[config.mk]
export PLATFORM = sky130hd
export DESIGN_NAME = pcm_playback_buffer
export DESIGN_NICKNAME = d
export VERILOG_FILES = /design/src/rtl/pcm_pkg.sv /design/src/rtl/sync_fifo.sv /design/src/rtl/pcm_playback_buffer.sv
export SDC_FILE = /design/constraint.sdc
export NUM_CORES = 1
export LEC_CHECK = 0
export CELL_PAD_IN_SITES_DETAIL_PLACEMENT = 0
export CELL_PAD_IN_SITES_GLOBAL_PLACEMENT = 1
export CORE_ASPECT_RATIO = 1.5
export CORE_MARGIN = 5
export CORE_UTILIZATION = 36
export CTS_CLUSTER_DIAMETER = 150
export DETAILED_ROUTE_END_ITERATION = 12
export PLACE_DENSITY_LB_ADDON = 0.1
export SYNTH_ARGS = -nofsm -noshare
export SYNTH_HDL_FRONTEND = slang
export SYNTH_SLANG_ARGS = --single-unit
[constraint.sdc]
create_clock -name ClkIn -period 8.95 [get_ports ClkIn]
set_input_delay 0.895 -clock ClkIn [delete_from_list [all_inputs] [get_ports ClkIn]]
set_output_delay 0.895 -clock ClkIn [all_outputs]
set_load 0.02 [all_outputs]
[src/rtl/pcm_pkg.sv]
// Shared types and constants for the PCM playback buffer.
package pcm_pkg;

  typedef enum logic [1:0] {
    StIdle  = 2'd0,
    StPrime = 2'd1,
    StPlay  = 2'd2
  } state_e;

  // Underrun output policy.
  localparam int unsigned UnderrunHold = 0;
  localparam int unsigned UnderrunZero = 1;

  // Width of the underrun statistics counters.
  localparam int unsigned CountW = 16;

endpackage

[src/rtl/sync_fifo.sv]
// Single-clock FIFO with wrap-bit pointers, occupancy output and synchronous flush.
module sync_fifo #(
  parameter int unsigned WIDTH = 32,
  parameter int unsigned DEPTH = 16
) (
  input  logic                           clk,
  input  logic                           rst,
  input  logic                           flush,
  input  logic                           push,
  input  logic                           pop,
  input  logic [WIDTH-1:0]               wdata,
  output logic [WIDTH-1:0]               rdata,
  output logic                           full,
  output logic                           empty,
  output logic [$clog2(DEPTH+1)-1:0]     level
);

  localparam int unsigned AW = $clog2(DEPTH);

  logic [AW:0]      wr_ptr_q, rd_ptr_q;
  logic [WIDTH-1:0] mem_q [DEPTH];
  logic             do_push, do_pop;

  assign do_push = push && !full;
  assign do_pop  = pop && !empty;
  assign empty   = (wr_ptr_q == rd_ptr_q);
  // Same slot, different lap: the writer is a whole buffer ahead.
  assign full    = (wr_ptr_q[AW] != rd_ptr_q[AW]) && (wr_ptr_q[AW-1:0] == rd_ptr_q[AW-1:0]);
  assign level   = wr_ptr_q - rd_ptr_q;
  assign rdata   = mem_q[rd_ptr_q[AW-1:0]];

  // Pointer update; flush empties the FIFO in one cycle.
  always_ff @(posedge clk or posedge rst) begin
    if (rst) begin
      wr_ptr_q <= '0;
      rd_ptr_q <= '0;
    end else if (flush) begin
      wr_ptr_q <= '0;
      rd_ptr_q <= '0;
    end else begin
      if (do_push) wr_ptr_q <= wr_ptr_q + 1'b1;
      if (do_pop)  rd_ptr_q <= rd_ptr_q + 1'b1;
    end
  end

  // Storage write; contents need no reset since the pointers gate visibility.
  always_ff @(posedge clk) begin
    if (do_push && !flush) mem_q[wr_ptr_q[AW-1:0]] <= wdata;
  end

endmodule

[src/rtl/pcm_playback_buffer.sv]
// Buffers producer PCM frames and releases one per frame period, with priming,
// underrun handling, underrun statistics and automatic re-priming.
module pcm_playback_buffer
  import pcm_pkg::*;
#(
  parameter int unsigned SAMPLE_W      = 16,
  parameter int unsigned CHANNELS      = 2,
  parameter int unsigned DEPTH         = 16,
  parameter int unsigned FRAME_CYCLES  = 32,
  parameter int unsigned PRIME_LEVEL   = 4,
  parameter int unsigned UNDERRUN_MODE = 0,
  parameter int unsigned REPRIME_AFTER = 8
) (
  input  logic                              ClkIn,
  input  logic                              Reset,
  input  logic                              enable,
  input  logic [CHANNELS*SAMPLE_W-1:0]      in_data,
  input  logic                              in_valid,
  output logic                              in_ready,
  output logic [CHANNELS*SAMPLE_W-1:0]      out_data,
  output logic                              out_strobe,
  output logic                              playing,
  output logic [$clog2(DEPTH+1)-1:0]        level,
  input  logic                              underrun_clear,
  output logic                              underrun_sticky,
  output logic [15:0]                       underrun_count
);

  localparam int unsigned FrameW = CHANNELS * SAMPLE_W;
  localparam int unsigned LevelW = $clog2(DEPTH + 1);
  localparam int unsigned CntW   = $clog2(FRAME_CYCLES);

  state_e              state_q, state_d;
  logic [CntW-1:0]     frame_cnt_q;
  logic                tick;
  logic                fifo_full, fifo_empty;
  logic [FrameW-1:0]   fifo_rdata;
  logic [LevelW-1:0]   fifo_level;
  logic                pop, underrun, reprime;
  logic [CountW-1:0]   consec_q;
  logic [FrameW-1:0]   out_data_q;
  logic                out_strobe_q;
  logic                sticky_q;
  logic [CountW-1:0]   count_q;

  assign tick     = enable && (frame_cnt_q == CntW'(FRAME_CYCLES - 1));
  assign in_ready = enable && !fifo_full && !Reset;
  assign pop      = (state_q == StPlay) && tick && !fifo_empty;
  // An empty FIFO at a tick is an underrun even if a push lands in the same cycle.
  assign underrun = (state_q == StPlay) && tick && fifo_empty;
  assign reprime  = (REPRIME_AFTER != 0) &&
                    (32'(consec_q) + 32'd1 >= REPRIME_AFTER);

  sync_fifo #(
    .WIDTH (FrameW),
    .DEPTH (DEPTH)
  ) u_fifo (
    .clk   (ClkIn),
    .rst   (Reset),
    .flush (!enable),
    .push  (in_valid && in_ready),
    .pop   (pop),
    .wdata (in_data),
    .rdata (fifo_rdata),
    .full  (fifo_full),
    .empty (fifo_empty),
    .level (fifo_level)
  );

  // Frame-period counter, held at zero while disabled.
  always_ff @(posedge ClkIn or posedge Reset) begin
    if (Reset) begin
      frame_cnt_q <= '0;
    end else if (!enable || tick) begin
      frame_cnt_q <= '0;
    end else begin
      frame_cnt_q <= frame_cnt_q + CntW'(1);
    end
  end

  // State register.
  always_ff @(posedge ClkIn or posedge Reset) begin
    if (Reset) begin
      state_q <= StIdle;
    end else begin
      state_q <= state_d;
    end
  end

  // Next-state logic; disable wins from any state.
  always_comb begin
    state_d = state_q;
    if (!enable) begin
      state_d = StIdle;
    end else begin
      case (state_q)
        StIdle:  state_d = StPrime;
        StPrime: if (tick && (fifo_level >= LevelW'(PRIME_LEVEL))) state_d = StPlay;
        StPlay:  if (underrun && reprime) state_d = StPrime;
        default: state_d = StIdle;
      endcase
    end
  end

  // Consecutive-underrun run length, only meaningful while playing.
  always_ff @(posedge ClkIn or posedge Reset) begin
    if (Reset) begin
      consec_q <= '0;
    end else if (state_q != StPlay || !enable || pop) begin
      consec_q <= '0;
    end else if (underrun && consec_q != '1) begin
      consec_q <= consec_q + 1'b1;
    end
  end

  // Output frame and strobe, one cycle after the tick.
  always_ff @(posedge ClkIn or posedge Reset) begin
    if (Reset) begin
      out_data_q   <= '0;
      out_strobe_q <= 1'b0;
    end else begin
      out_strobe_q <= (state_q == StPlay) && tick;
      if (pop) begin
        out_data_q <= fifo_rdata;
      end else if (underrun && UNDERRUN_MODE == UnderrunZero) begin
        out_data_q <= '0;
      end
    end
  end

  // Underrun statistics; a clear that meets an underrun records that underrun.
  always_ff @(posedge ClkIn or posedge Reset) begin
    if (Reset) begin
      sticky_q <= 1'b0;
      count_q  <= '0;
    end else if (underrun_clear) begin
      sticky_q <= underrun;
      count_q  <= underrun ? CountW'(1) : '0;
    end else if (underrun) begin
      sticky_q <= 1'b1;
      if (count_q != '1) count_q <= count_q + 1'b1;
    end
  end

  assign out_data        = out_data_q;
  assign out_strobe      = out_strobe_q;
  assign playing         = (state_q == StPlay);
  assign level           = fifo_level;
  assign underrun_sticky = sticky_q;
  assign underrun_count  = count_q;

endmodule

==> impl_results.md <==
- PD cells: 206 nW/um^2
- Share of cells above drive strength 1: 0.258
- Clock buffer depth: 3
- Status: finished, final reports clean
- DRT iter0 DRCs: 926
- Dominant cell type by area after synthesis: edfxtp_1
- Vias in the first global route: 12100
- Post-synth cell types: between 50 and 60
- WL final: roughly 55000 um
- Avg WL per Cell: around 25 um
- IO Port Bufs: 93
- Routability congestion estimate: ~0.74
- Area of the mapped netlist: 23600 um^2
- GRT met3 Usage: 0.0247
- Via Count: between 10000 and 15000
- Via-per-instance ratio: 5.15
- Post-CTS Setup Inserts: 0
- Hpwl dp: about 30000 um
- Most used DFF post-synth: edfxtp_1
- Share of the synthesized area in the top cell type: 0.653
- Dpl cells: between 2000 and 2500
- TNS Setup: 0 ps
- Ports: between 90 and 100
- Syn Nets: 1197
- Die footprint: 70800 um^2
- Worst stage delay on the critical path: a little over 1000 ps
- Remaining DRCs: 0
- Final worst slack: roughly 4400 ps
- Die W: 219 um
- Post-CTS Hold Buffers: 0
- Worst vdd ir: approximately 0.00017 V
- Fin util: 0.423
- Final setup vio count: 0
- Starting density of the core: 0.361
- Largest net degree at the start of global routing: roughly 90
- Fmax: around 220 MHz
- Post-CTS Resized: 0
- Avg Cell Area, Syn: roughly 21 um^2
- Clk sinks: just under 600
- Busiest grt layer: met2
- Layout Nets: approximately 1300
- Synthesis-to-finish area growth: 17.0%
- Skew-Pair Late Insertion Delay: ~610 ps
- Htree depth: 2
- Post-synthesis register bit count: a little under 600
- First-pass GRT wire length: 82300 um
- EDFF count, synth: 512
- CTS root buf: clkbuf_16
- Area of the core: approximately 65000 um^2
- Synth async-reset ratio: 0.139
- Met1 usage: 0.207
- Initial antenna violation count: 1
- Slowest CP cell: dfrtp_4
- Crit path max fanout: 43
- Tcrit/Tclk final: 0.504
- Routing usage on met2: 0.278
- CP Launch Type: flop
- ANT nets after route: 0
- RSZ-0062 raised after global routing: false
- Max Cap Viol: 0
- Total Routing Usage GR: 0.157
- Num CTS Buffers: 57
- Pre-CTS setup slack: 4620 ps
- Worst-Margin Slew: roughly 960 ps
- Fin cells: between 2000 and 2500
- Initial DRT Pass Iterations: 4
- Worst Path Arrival: 3620 ps
- Final min period: around 4500 ps
- Max Slew Vio Count: 0
- Hold WC Path Type: reg -> reg
- Syn. warnings: 0
- Worst-path cell chain: ha_1 -> inv_1 -> fa_1 -> a21o_1 -> a21oi_1 -> xnor2_1 -> clkdlybuf4s50_1
- CTS tree: built
- CP endpoint kind: primary output
- Layout fillers: ~5700
- Sequential area share after synthesis: 0.741
- Row count: about 120
- Synth area leaders: edfxtp_1 (65%), mux4_2 (15%), dfrtp_1 (8.8%)
- Req. time, crit path: ~8100 ps
- Skew final: 17.0 ps
- Final Hold Fails: 0
- Antenna Cells: 0
- Grt total ovfl: 0
- Reg2Reg Setup Slack: roughly 5100 ps
- Leak: slightly below 9 nW
- Clock slew at reported path FFs: about 60 ps
- DIE HEIGHT: between 300 and 400 um
- Kind of critical path: reg -> out
- Synth Instances: about 1100
- Slew margin rel.: 0.361
-- cells by family (layout without fill, tap and decap cells) --
group,count (synthesis),count (layout),share of synthesized area
DFF,595,595,0.741
and+or+nand+nor,156,156,0.0326
muxes,194,194,0.169
AOI/OAI and AO/OA,79,79,0.0223
adders and majority gates,14,14,0.00775
buffers and inverters,80,243,0.0168
xor gates and xnor gates,28,28,0.0107
-- cell type report --
type / count / area, um^2 / area share
Tap cell: 877 / 1100 / 0.0398
Inverter: 20 / 77.6 / 0.00281
Clock inverter: 42 / 502 / 0.0182
Multi-Input combinational cell: 471 / 5830 / 0.212
Sequential cell: 595 / 17500 / 0.633
Timing Repair Buffer: 116 / 1120 / 0.0405
Clock buffer: 65 / 1490 / 0.0539
-- report_power, final --
group | internal (mW) | switching [mW]
combinational | 0.0267 | 0.0600
sequential | 3.02 | 0.00277
clock | 1.51 | 1.05
total | 4.56 | 1.11
-- worst max-delay path, delay by kind of cell, from the launching register on --
kind,cells,cell delay (ps)
compound gates,2,360
xor+xnor,1,140
buf+inv,2,700
flops,1,1020
fa+ha+maj,2,800
-- flip-flops by register name (all words and copies together) (netlist names) --
name             cells
u_fifo.mem_q       512
out_data            32
underrun_sticky      1
consec_q            16
u_fifo.rd_ptr_q      5
state_q              2
underrun_count      16
frame_cnt_q          5
u_fifo.wr_ptr_q      5
out_strobe           1
-- worst paths after layout --
check,startpoint,to,cells past startpoint
max,u_fifo.rd_ptr_q[0],level[4],7
min,frame_cnt_q[0],frame_cnt_q[0],1
max reg2reg,u_fifo.rd_ptr_q[2],u_fifo.mem_q[11][8],8
min reg2reg,frame_cnt_q[0],frame_cnt_q[0],1
max in group asynchronous,Reset,out_data[12],3
min in group asynchronous,Reset,consec_q[5],2
-- placed cells by master, fill, tap and decap left out, types with 4 or more instances in the layout --
cell and n:
xor2_1 15, bufinv_16 11, and2_1 9, mux2_2 32
xnor2_1 12, dfrtp_1 80, nor2_1 34, ha_1 13
a21oi_1 15, clkinv_2 16, o31ai_1 10, nand4_1 13
clkinvlp_4 5, o21ai_1 19, buf_4 22, nor2_4 12
inv_1 17, or3_1 8, nand2_1 34, clkbuf_16 57
nor3_1 6, edfxtp_1 512, and4_1 5, o21ai_0 6
clkinv_1 6, clkbuf_1 5, nor2b_1 6, mux4_2 160
clkdlybuf4s50_1 93, nand2b_1 4, nor3_2 5, nand3_1 14
-- per-stage QoR --
| step | power, mW | cell area (um^2) | hold slack [ps] |
|---|---|---|---|
| after detailed placement | 3.17 | 25600 | 457 |
| after global placement | 3.17 | 25600 | 448 |
| after global routing | 5.86 | 27600 | 525 |
| final | 5.67 | 27600 | 466 |
| after floorplan | 3.11 | 23600 | 433 |
| after CTS | 5.76 | 27600 | 466 |
-- synth_stat cells (all sizes together), types with 2 or more instances --
| master | number |
|---|---|
| a211o | 2 |
| a21boi | 3 |
| a21oi | 15 |
| a31oi | 2 |
| and2 | 9 |
| and3 | 3 |
| and4 | 5 |
| buf | 26 |
| clkbuf | 34 |
| dfrtp | 83 |
| edfxtp | 512 |
| ha | 13 |
| inv | 20 |
| mux2 | 33 |
| mux4 | 160 |
| nand2 | 34 |
| nand2b | 4 |
| nand3 | 14 |
| nand4 | 13 |
| nor2 | 46 |
| nor2b | 6 |
| nor3 | 11 |
| o2111a | 2 |
| o21ai | 26 |
| o31ai | 10 |
| o41ai | 2 |
| or3 | 8 |
| xnor2 | 13 |
| xor2 | 15 |
-- layer usage --
metal	wire, um	up-vias
met4	897	2
met2	28700	178
met3	1860	56
met5	13	-
li1	-	4923
met1	23600	6098
(Power assumes the default switching activity.)
